**config.mk**
```make
export PLATFORM = sky130hd
export DESIGN_NAME = imm_gen_pipe
export DESIGN_NICKNAME = d
export VERILOG_FILES = /design/src/rtl/imm_gen_pkg.sv /design/src/rtl/imm_decode.sv /design/src/rtl/imm_gen_pipe.sv
export SDC_FILE = /design/constraint.sdc
export NUM_CORES = 1
export LEC_CHECK = 0
export ABC_CLOCK_PERIOD_IN_PS = 4000
export BUFFER_PORTS_ARGS = -buffer_cell sky130_fd_sc_hd__buf_2
export CELL_PAD_IN_SITES_DETAIL_PLACEMENT = 2
export CELL_PAD_IN_SITES_GLOBAL_PLACEMENT = 2
export CORE_MARGIN = 3
export CORE_UTILIZATION = 35
export DETAILED_ROUTE_END_ITERATION = 16
export GPL_TIMING_DRIVEN = 0
export PLACE_DENSITY = 0.91
export RECOVER_POWER = 25
export SLEW_MARGIN = 20
export SYNTH_ARGS = -nofsm -noshare
export SYNTH_HDL_FRONTEND = slang
export SYNTH_SLANG_ARGS = --single-unit
```
**constraint.sdc**
```tcl
create_clock -name clk -period 4 [get_ports clk]
set_input_delay 0.6 -clock clk [delete_from_list [all_inputs] [get_ports clk]]
set_output_delay 0.6 -clock clk [all_outputs]
set_load 0.005 [all_outputs]
```
**src/rtl/imm_gen_pkg.sv**
```systemverilog
// Shared decode constants for the immediate generator: opcodes, fmt codes, parameter checks.
// No logic; imported by imm_decode and imm_gen_pipe.
package imm_gen_pkg;

    localparam logic [6:0] OPC_LOAD     = 7'b0000011;
    localparam logic [6:0] OPC_OP_IMM   = 7'b0010011;
    localparam logic [6:0] OPC_JALR     = 7'b1100111;
    localparam logic [6:0] OPC_OP_IMM32 = 7'b0011011;
    localparam logic [6:0] OPC_STORE    = 7'b0100011;
    localparam logic [6:0] OPC_BRANCH   = 7'b1100011;
    localparam logic [6:0] OPC_LUI      = 7'b0110111;
    localparam logic [6:0] OPC_AUIPC    = 7'b0010111;
    localparam logic [6:0] OPC_JAL      = 7'b1101111;
    localparam logic [6:0] OPC_SYSTEM   = 7'b1110011;
    localparam logic [6:0] OPC_OP       = 7'b0110011;
    localparam logic [6:0] OPC_OP32     = 7'b0111011;

    // Code 7 is reserved and never produced.
    localparam logic [2:0] FMT_NONE = 3'd0;
    localparam logic [2:0] FMT_I    = 3'd1;
    localparam logic [2:0] FMT_S    = 3'd2;
    localparam logic [2:0] FMT_B    = 3'd3;
    localparam logic [2:0] FMT_U    = 3'd4;
    localparam logic [2:0] FMT_J    = 3'd5;
    localparam logic [2:0] FMT_Z    = 3'd6;

    function automatic bit xlen_legal(input int xlen);
        return (xlen == 32) || (xlen == 64);
    endfunction

    function automatic bit depth_legal(input int depth);
        return (depth == 1) || (depth == 2);
    endfunction

endpackage

```
**src/rtl/imm_decode.sv**
```systemverilog
// RV immediate decode: opcode -> extended immediate, format code, illegal flag.
// Latency: purely combinational.
// Backpressure: none; the caller owns all flow control.
module imm_decode
    import imm_gen_pkg::*;
#(
    parameter int XLEN = 32
) (
    input  logic [31:0]     inst,
    output logic [XLEN-1:0] imm,
    output logic [2:0]      fmt,
    output logic            illegal
);

    localparam bit RV64 = (XLEN == 64);

    // Every format fits in 32 bits with bit 31 as its sign (zimm has bit 31 clear),
    // so one sign-extension step covers both XLEN values.
    logic [31:0] imm32;

    always_comb begin
        imm32   = '0;
        fmt     = FMT_NONE;
        illegal = 1'b0;
        case (inst[6:0])
            OPC_LOAD, OPC_OP_IMM, OPC_JALR: begin
                fmt   = FMT_I;
                imm32 = {{20{inst[31]}}, inst[31:20]};
            end
            OPC_OP_IMM32: begin
                if (RV64) begin
                    fmt   = FMT_I;
                    imm32 = {{20{inst[31]}}, inst[31:20]};
                end else begin
                    illegal = 1'b1;
                end
            end
            OPC_STORE: begin
                fmt   = FMT_S;
                imm32 = {{20{inst[31]}}, inst[31:25], inst[11:7]};
            end
            OPC_BRANCH: begin
                fmt   = FMT_B;
                imm32 = {{19{inst[31]}}, inst[31], inst[7], inst[30:25], inst[11:8], 1'b0};
            end
            OPC_LUI, OPC_AUIPC: begin
                fmt   = FMT_U;
                imm32 = {inst[31:12], 12'b0};
            end
            OPC_JAL: begin
                fmt   = FMT_J;
                imm32 = {{11{inst[31]}}, inst[31], inst[19:12], inst[20], inst[30:21], 1'b0};
            end
            OPC_SYSTEM: begin
                if (inst[14]) begin
                    fmt   = FMT_Z;
                    imm32 = {27'b0, inst[19:15]};
                end
            end
            OPC_OP: ;
            OPC_OP32: illegal = !RV64;
            default:  illegal = 1'b1;
        endcase
    end

    assign imm = XLEN'($signed(imm32));

endmodule

```
**src/rtl/imm_gen_pipe.sv**
```systemverilog
// Immediate generator with a DEPTH-entry in-order output buffer.
// Latency: 1 cycle from accepted word to out_* when the buffer is empty.
// Backpressure: in_ready is registered (count < DEPTH), never combinational from out_ready.
module imm_gen_pipe
    import imm_gen_pkg::*;
#(
    parameter int XLEN  = 32,
    parameter int DEPTH = 2
) (
    input  logic            clk,
    input  logic            rst_n,
    input  logic            in_valid,
    output logic            in_ready,
    input  logic [31:0]     in_inst,
    output logic            out_valid,
    input  logic            out_ready,
    output logic [XLEN-1:0] out_imm,
    output logic [2:0]      out_fmt,
    output logic            out_illegal
);

    if (!xlen_legal(XLEN)) begin : g_bad_xlen
        $error("imm_gen_pipe: XLEN must be 32 or 64");
    end
    if (!depth_legal(DEPTH)) begin : g_bad_depth
        $error("imm_gen_pipe: DEPTH must be 1 or 2");
    end

    // Buffer state doubles as the occupancy count.
    localparam logic [1:0] ST_EMPTY  = 2'd0;
    localparam logic [1:0] ST_ONE    = 2'd1;
    localparam logic [1:0] ST_TWO    = 2'd2;
    localparam logic [1:0] DEPTH_CNT = 2'(DEPTH);

    logic [XLEN-1:0] dec_imm;
    logic [2:0]      dec_fmt;
    logic            dec_ill;

    imm_decode #(.XLEN(XLEN)) u_decode (
        .inst    (in_inst),
        .imm     (dec_imm),
        .fmt     (dec_fmt),
        .illegal (dec_ill)
    );

    logic [1:0]      state_q, state_d;
    logic            in_ready_q, in_ready_d;
    logic [XLEN-1:0] imm_q [DEPTH];
    logic [XLEN-1:0] imm_d [DEPTH];
    logic [2:0]      fmt_q [DEPTH];
    logic [2:0]      fmt_d [DEPTH];
    logic            ill_q [DEPTH];
    logic            ill_d [DEPTH];
    logic [1:0]      wr_cnt;
    logic            push, pop;

    assign push = in_valid && in_ready_q;
    assign pop  = out_valid && out_ready;

    always_comb begin
        state_d = state_q;
        imm_d   = imm_q;
        fmt_d   = fmt_q;
        ill_d   = ill_q;
        case ({push, pop})
            2'b10:   state_d = (state_q == ST_EMPTY) ? ST_ONE : ST_TWO;
            2'b01:   state_d = (state_q == ST_TWO) ? ST_ONE : ST_EMPTY;
            default: state_d = state_q;
        endcase
        // Entry 0 is always the oldest; a pop shifts the rest down.
        if (pop) begin
            for (int i = 0; i < DEPTH - 1; i++) begin
                imm_d[i] = imm_q[i+1];
                fmt_d[i] = fmt_q[i+1];
                ill_d[i] = ill_q[i+1];
            end
        end
        wr_cnt = state_q - {1'b0, pop};
        if (push) begin
            for (int i = 0; i < DEPTH; i++) begin
                if (i == int'(wr_cnt)) begin
                    imm_d[i] = dec_imm;
                    fmt_d[i] = dec_fmt;
                    ill_d[i] = dec_ill;
                end
            end
        end
        in_ready_d = (state_d < DEPTH_CNT);
    end

    always_ff @(posedge clk or negedge rst_n) begin
        if (!rst_n) begin
            state_q    <= ST_EMPTY;
            in_ready_q <= 1'b0;
            for (int i = 0; i < DEPTH; i++) begin
                imm_q[i] <= '0;
                fmt_q[i] <= FMT_NONE;
                ill_q[i] <= 1'b0;
            end
        end else begin
            state_q    <= state_d;
            in_ready_q <= in_ready_d;
            imm_q      <= imm_d;
            fmt_q      <= fmt_d;
            ill_q      <= ill_d;
        end
    end

    assign in_ready    = in_ready_q;
    assign out_valid   = (state_q != ST_EMPTY);
    assign out_imm     = out_valid ? imm_q[0] : '0;
    assign out_fmt     = out_valid ? fmt_q[0] : FMT_NONE;
    assign out_illegal = out_valid && ill_q[0];

endmodule
```
==> flow_summary_export.csv <==
group,metric,value,unit
run_status,outcome,"complete, but fails checks",
run_status,violations,"capacitance limit, slew limit",
logic_synthesis,syn_nets,476,
floorplanning,start_util,36.1,%
layout,final_util,43.0,%
power,p_per_area,685,mW/mm^2
worst_hold_path,min_path_cells,2,
power,ir_drop,0.275,mV
setup_path,path_max_fanout,11,
power,seqPwrFrac,38.2,%
global_route,grt_pass1_wl,25900,um
logic_synthesis,synth_edf_count,0,
drt,num_vias,3960,
timing,finClkSkew,0.0190,ns
floorplanning,fp-row-count,38,
timing,grt_setup_unrepaired,"no",
timing,drv_slew,38,
global_route,antenna_found_initial,0,
setup_path,reg2reg_slack,0.24,ns
clock_network,cts_made_buffers,9,
layout,nNetsFinal,561,
power,p_switching,1370,uW
timing,hold_viol,0,
setup_path,cp.required,4.20,ns
setup_path,critPathBufInv,5,
clock_network,numClockSinks,75,
logic_synthesis,synth_ff_type,"dfrtp_1",
logic_synthesis,synth.avg_cell_area,8.98,um^2
setup_path,slowest_delay,0.59,ns
setup_path,path_cells,"buf_2 -> o21ai_2 -> inv_2 -> buf_1 -> ha_1 -> xnor2_1 -> nand3_1 -> buf_2 -> a21oi_1 -> clkbuf_1 -> a32oi_1",
timing,setup_tns,0,ns
worst_hold_path,hold_class,"in -> reg",
timing,worstMarginPinSlew,2.25,ns
drt,drt_iter0_drc,227,
drt,dr.pass1.iters,4,
layout,multi_input_comb_area,0.00188,mm^2
logic_synthesis,async_flop_share,100,%
layout,final_cell_mix,"nand2_1 (104), buf_2 (84), dfrtp_1 (75), nor2b_1 (39), a21oi_1 (39)",
layout,post_route_cells_drive_above_1_share,22.1,%
clock_network,cts_root_buf,"clkbuf_8",
layout,final_cells,666,
setup_path,critPathLaunchType,"flop",
layout,fillers,1219,
floorplanning,fp.dieW,112,um
power,clockPowerShare,19.1,%
timing,relSlewSlack,-49.8,%
clock_network,post_cts_resized,0,
clock_network,clk_pin_slew_worst_paths,0.08,ns
clock_network,post-cts-setup-buffer-count,0,
setup_path,cp-end-kind,"flop",
clock_network,cts_buffer_depth,2,
place,hpwl,10700,um
global_route,first_global_vias,4453,
drt,drtAntennaViolNets,0,
setup_path,reg2reg_depth,11,
layout,syn_to_final_growth,19.1,%
logic_synthesis,synthCells,437,
global_route,overflow,0,
place,dp_cells,651,
drt,routed_wl,16500,um
logic_synthesis,synth-seq-cells,75,
global_route,grt_usage,27.1,%
place,io_buffers,73,
setup_path,crit_type,"reg -> reg",
floorplanning,chipHeight,112,um
clock_network,htreeDepth,3,
timing,fin_crit,3.76,ns
power,netSwitchingFraction,42.9,%
setup_path,crit_cells,11,
clock_network,clock_latency,0.38,ns
logic_synthesis,ys_seq_area_share,47.8,%
floorplanning,dieArea,0.0125,mm^2
timing,max_freq,266,MHz
drt,drcViolationCount,0,
layout,seq_area,0.00188,mm^2
layout,final_common_cell,"nand2_1",
place,place.gp.congestion,0.837,
setup_path,arrival,3.96,ns
power,comb_power_share,42.7,%
clock_network,postCtsHoldBufs,0,
layout,n_antenna_cell,0,
setup_path,cp_top_family,"buffers and inverters",
global_route,grt_max_degree,39,
timing,fin_crit_sh,94.0,%
power,p_int,1830,uW
logic_synthesis,ys_types,51,
logic_synthesis,syn_area,0.00393,mm^2
setup_path,crit_top_cell,"buf_2",
flow_run,cap_violations,1,
drt,avgViaCountPerCell,5.95,
floorplanning,pin_count,74,
setup_path,slowest_stage,"o21ai_2",
clock_network,cts_tree,"done",
logic_synthesis,synth_warnings,0,
floorplanning,core_area,0.0109,mm^2
timing,setup_violations,0,
drt,wl_per_cell,24.8,um
power,p_leak,0.00227,uW
==> power by group through the flow <==
stage / Combinational (uW) / Clock [uW] / Sequential (uW)
2_1_floorplan: 805 / 0 / 1150
3_3_place_gp: 1180 / 0 / 1190
3_5_place_dp: 1290 / 0 / 1220
4_1_cts: 1360 / 616 / 1220
5_1_grt: 1490 / 652 / 1250
6_report: 1370 / 610 / 1220
==> per-stage QoR <==
step	area, um^2	worst slack (ns)	power, uW	hold slack [ns]
6_report	4680	0.241	3200	0.467
2_1_floorplan	3930	1.44	1960	0.304
3_5_place_dp	4490	0.423	2500	0.481
5_1_grt	4680	0.0477	3400	0.469
4_1_cts	4680	0.290	3190	0.215
3_3_place_gp	4470	0.490	2370	0.458
==> area by class of cell <==
cell class	instances	area share, %
Multi-Input combinational cell	325	40.3
Timing Repair Buffer	74	8.21
Clock buffer	10	2.94
Clock inverter	5	1.15
Buffer	31	3.05
Inverter	6	0.482
Sequential cell	75	40.1
Tap cell	140	3.75
==> path summary, 6_finish.rpt <==
kind | start | to
max | state_q[1] | imm_q[61]
min | in_inst[13] | imm_q[45]
max reg2reg | state_q[1] | imm_q[61]
min reg2reg | imm_q[8] | imm_q[8]
max in group asynchronous | rst_n | imm_q[11]
min in group asynchronous | rst_n | imm_q[42]
==> synth_stat cells (2+ instances only) <==
cell,number,share of area [%]
nand3_1,8,1.0
mux2_2,2,0.57
a21oi_1,39,5.0
a21o_1,3,0.57
nand3b_1,2,0.38
a22oi_1,5,0.96
a31oi_1,6,0.96
dfrtp_1,75,48
a32oi_1,11,2.5
inv_1,5,0.48
a221o_1,12,3.1
nand2b_1,3,0.48
nor2_1,19,1.8
and4_1,2,0.45
a21oi_2,2,0.45
buf_2,12,1.5
clkbuf_1,15,1.4
o21ai_0,11,1.4
and3_1,7,1.1
buf_1,2,0.19
a211o_1,13,2.9
ha_1,3,0.96
nor2b_1,39,6.2
nor3_1,10,1.3
nand2_1,104,9.9
o32a_1,2,0.51
==> sequential cells by signal, indices dropped and copies added (netlist names) <==
signal and flops:
fmt_q 6, in_ready 1, ill_q 2, state_q 2, imm_q 64
==> worst register-to-register path, cell delays in order, from the launching register on <==
cell and delay [ns]:
dfrtp_1 0.36, buf_2 0.17, o21ai_2 0.59, inv_2 0.27, buf_1 0.36, ha_1 0.33, xnor2_1 0.21, nand3_1 0.17
buf_2 0.25, a21oi_1 0.22, clkbuf_1 0.50, a32oi_1 0.17
==> cells by family (layout without fill, tap and decap cells) <==
group / after synthesis / count (layout) / synth area share [%]
AOI/OAI and AO/OA: 109 / 109 / 19.2
xor gates and xnor gates: 2 / 2 / 0.446
adders and majority gates: 3 / 3 / 0.956
buffers and inverters: 37 / 126 / 4.21
DFF: 75 / 75 / 47.8
muxes: 4 / 4 / 1.21
and+or+nand+nor: 207 / 207 / 26.2
==> per-layer routing <==
layer	up-vias	global-route usage [%]	share of wire [%]	routed length [um]
met5	-	0	0	0
li1	1698	-	-	-
met4	0	10.5	3.1	505
met1	2068	33.6	41	6830
met3	46	4.57	4.6	758
met2	148	46.9	51	8420
Power figures use the tool's default switching activity.
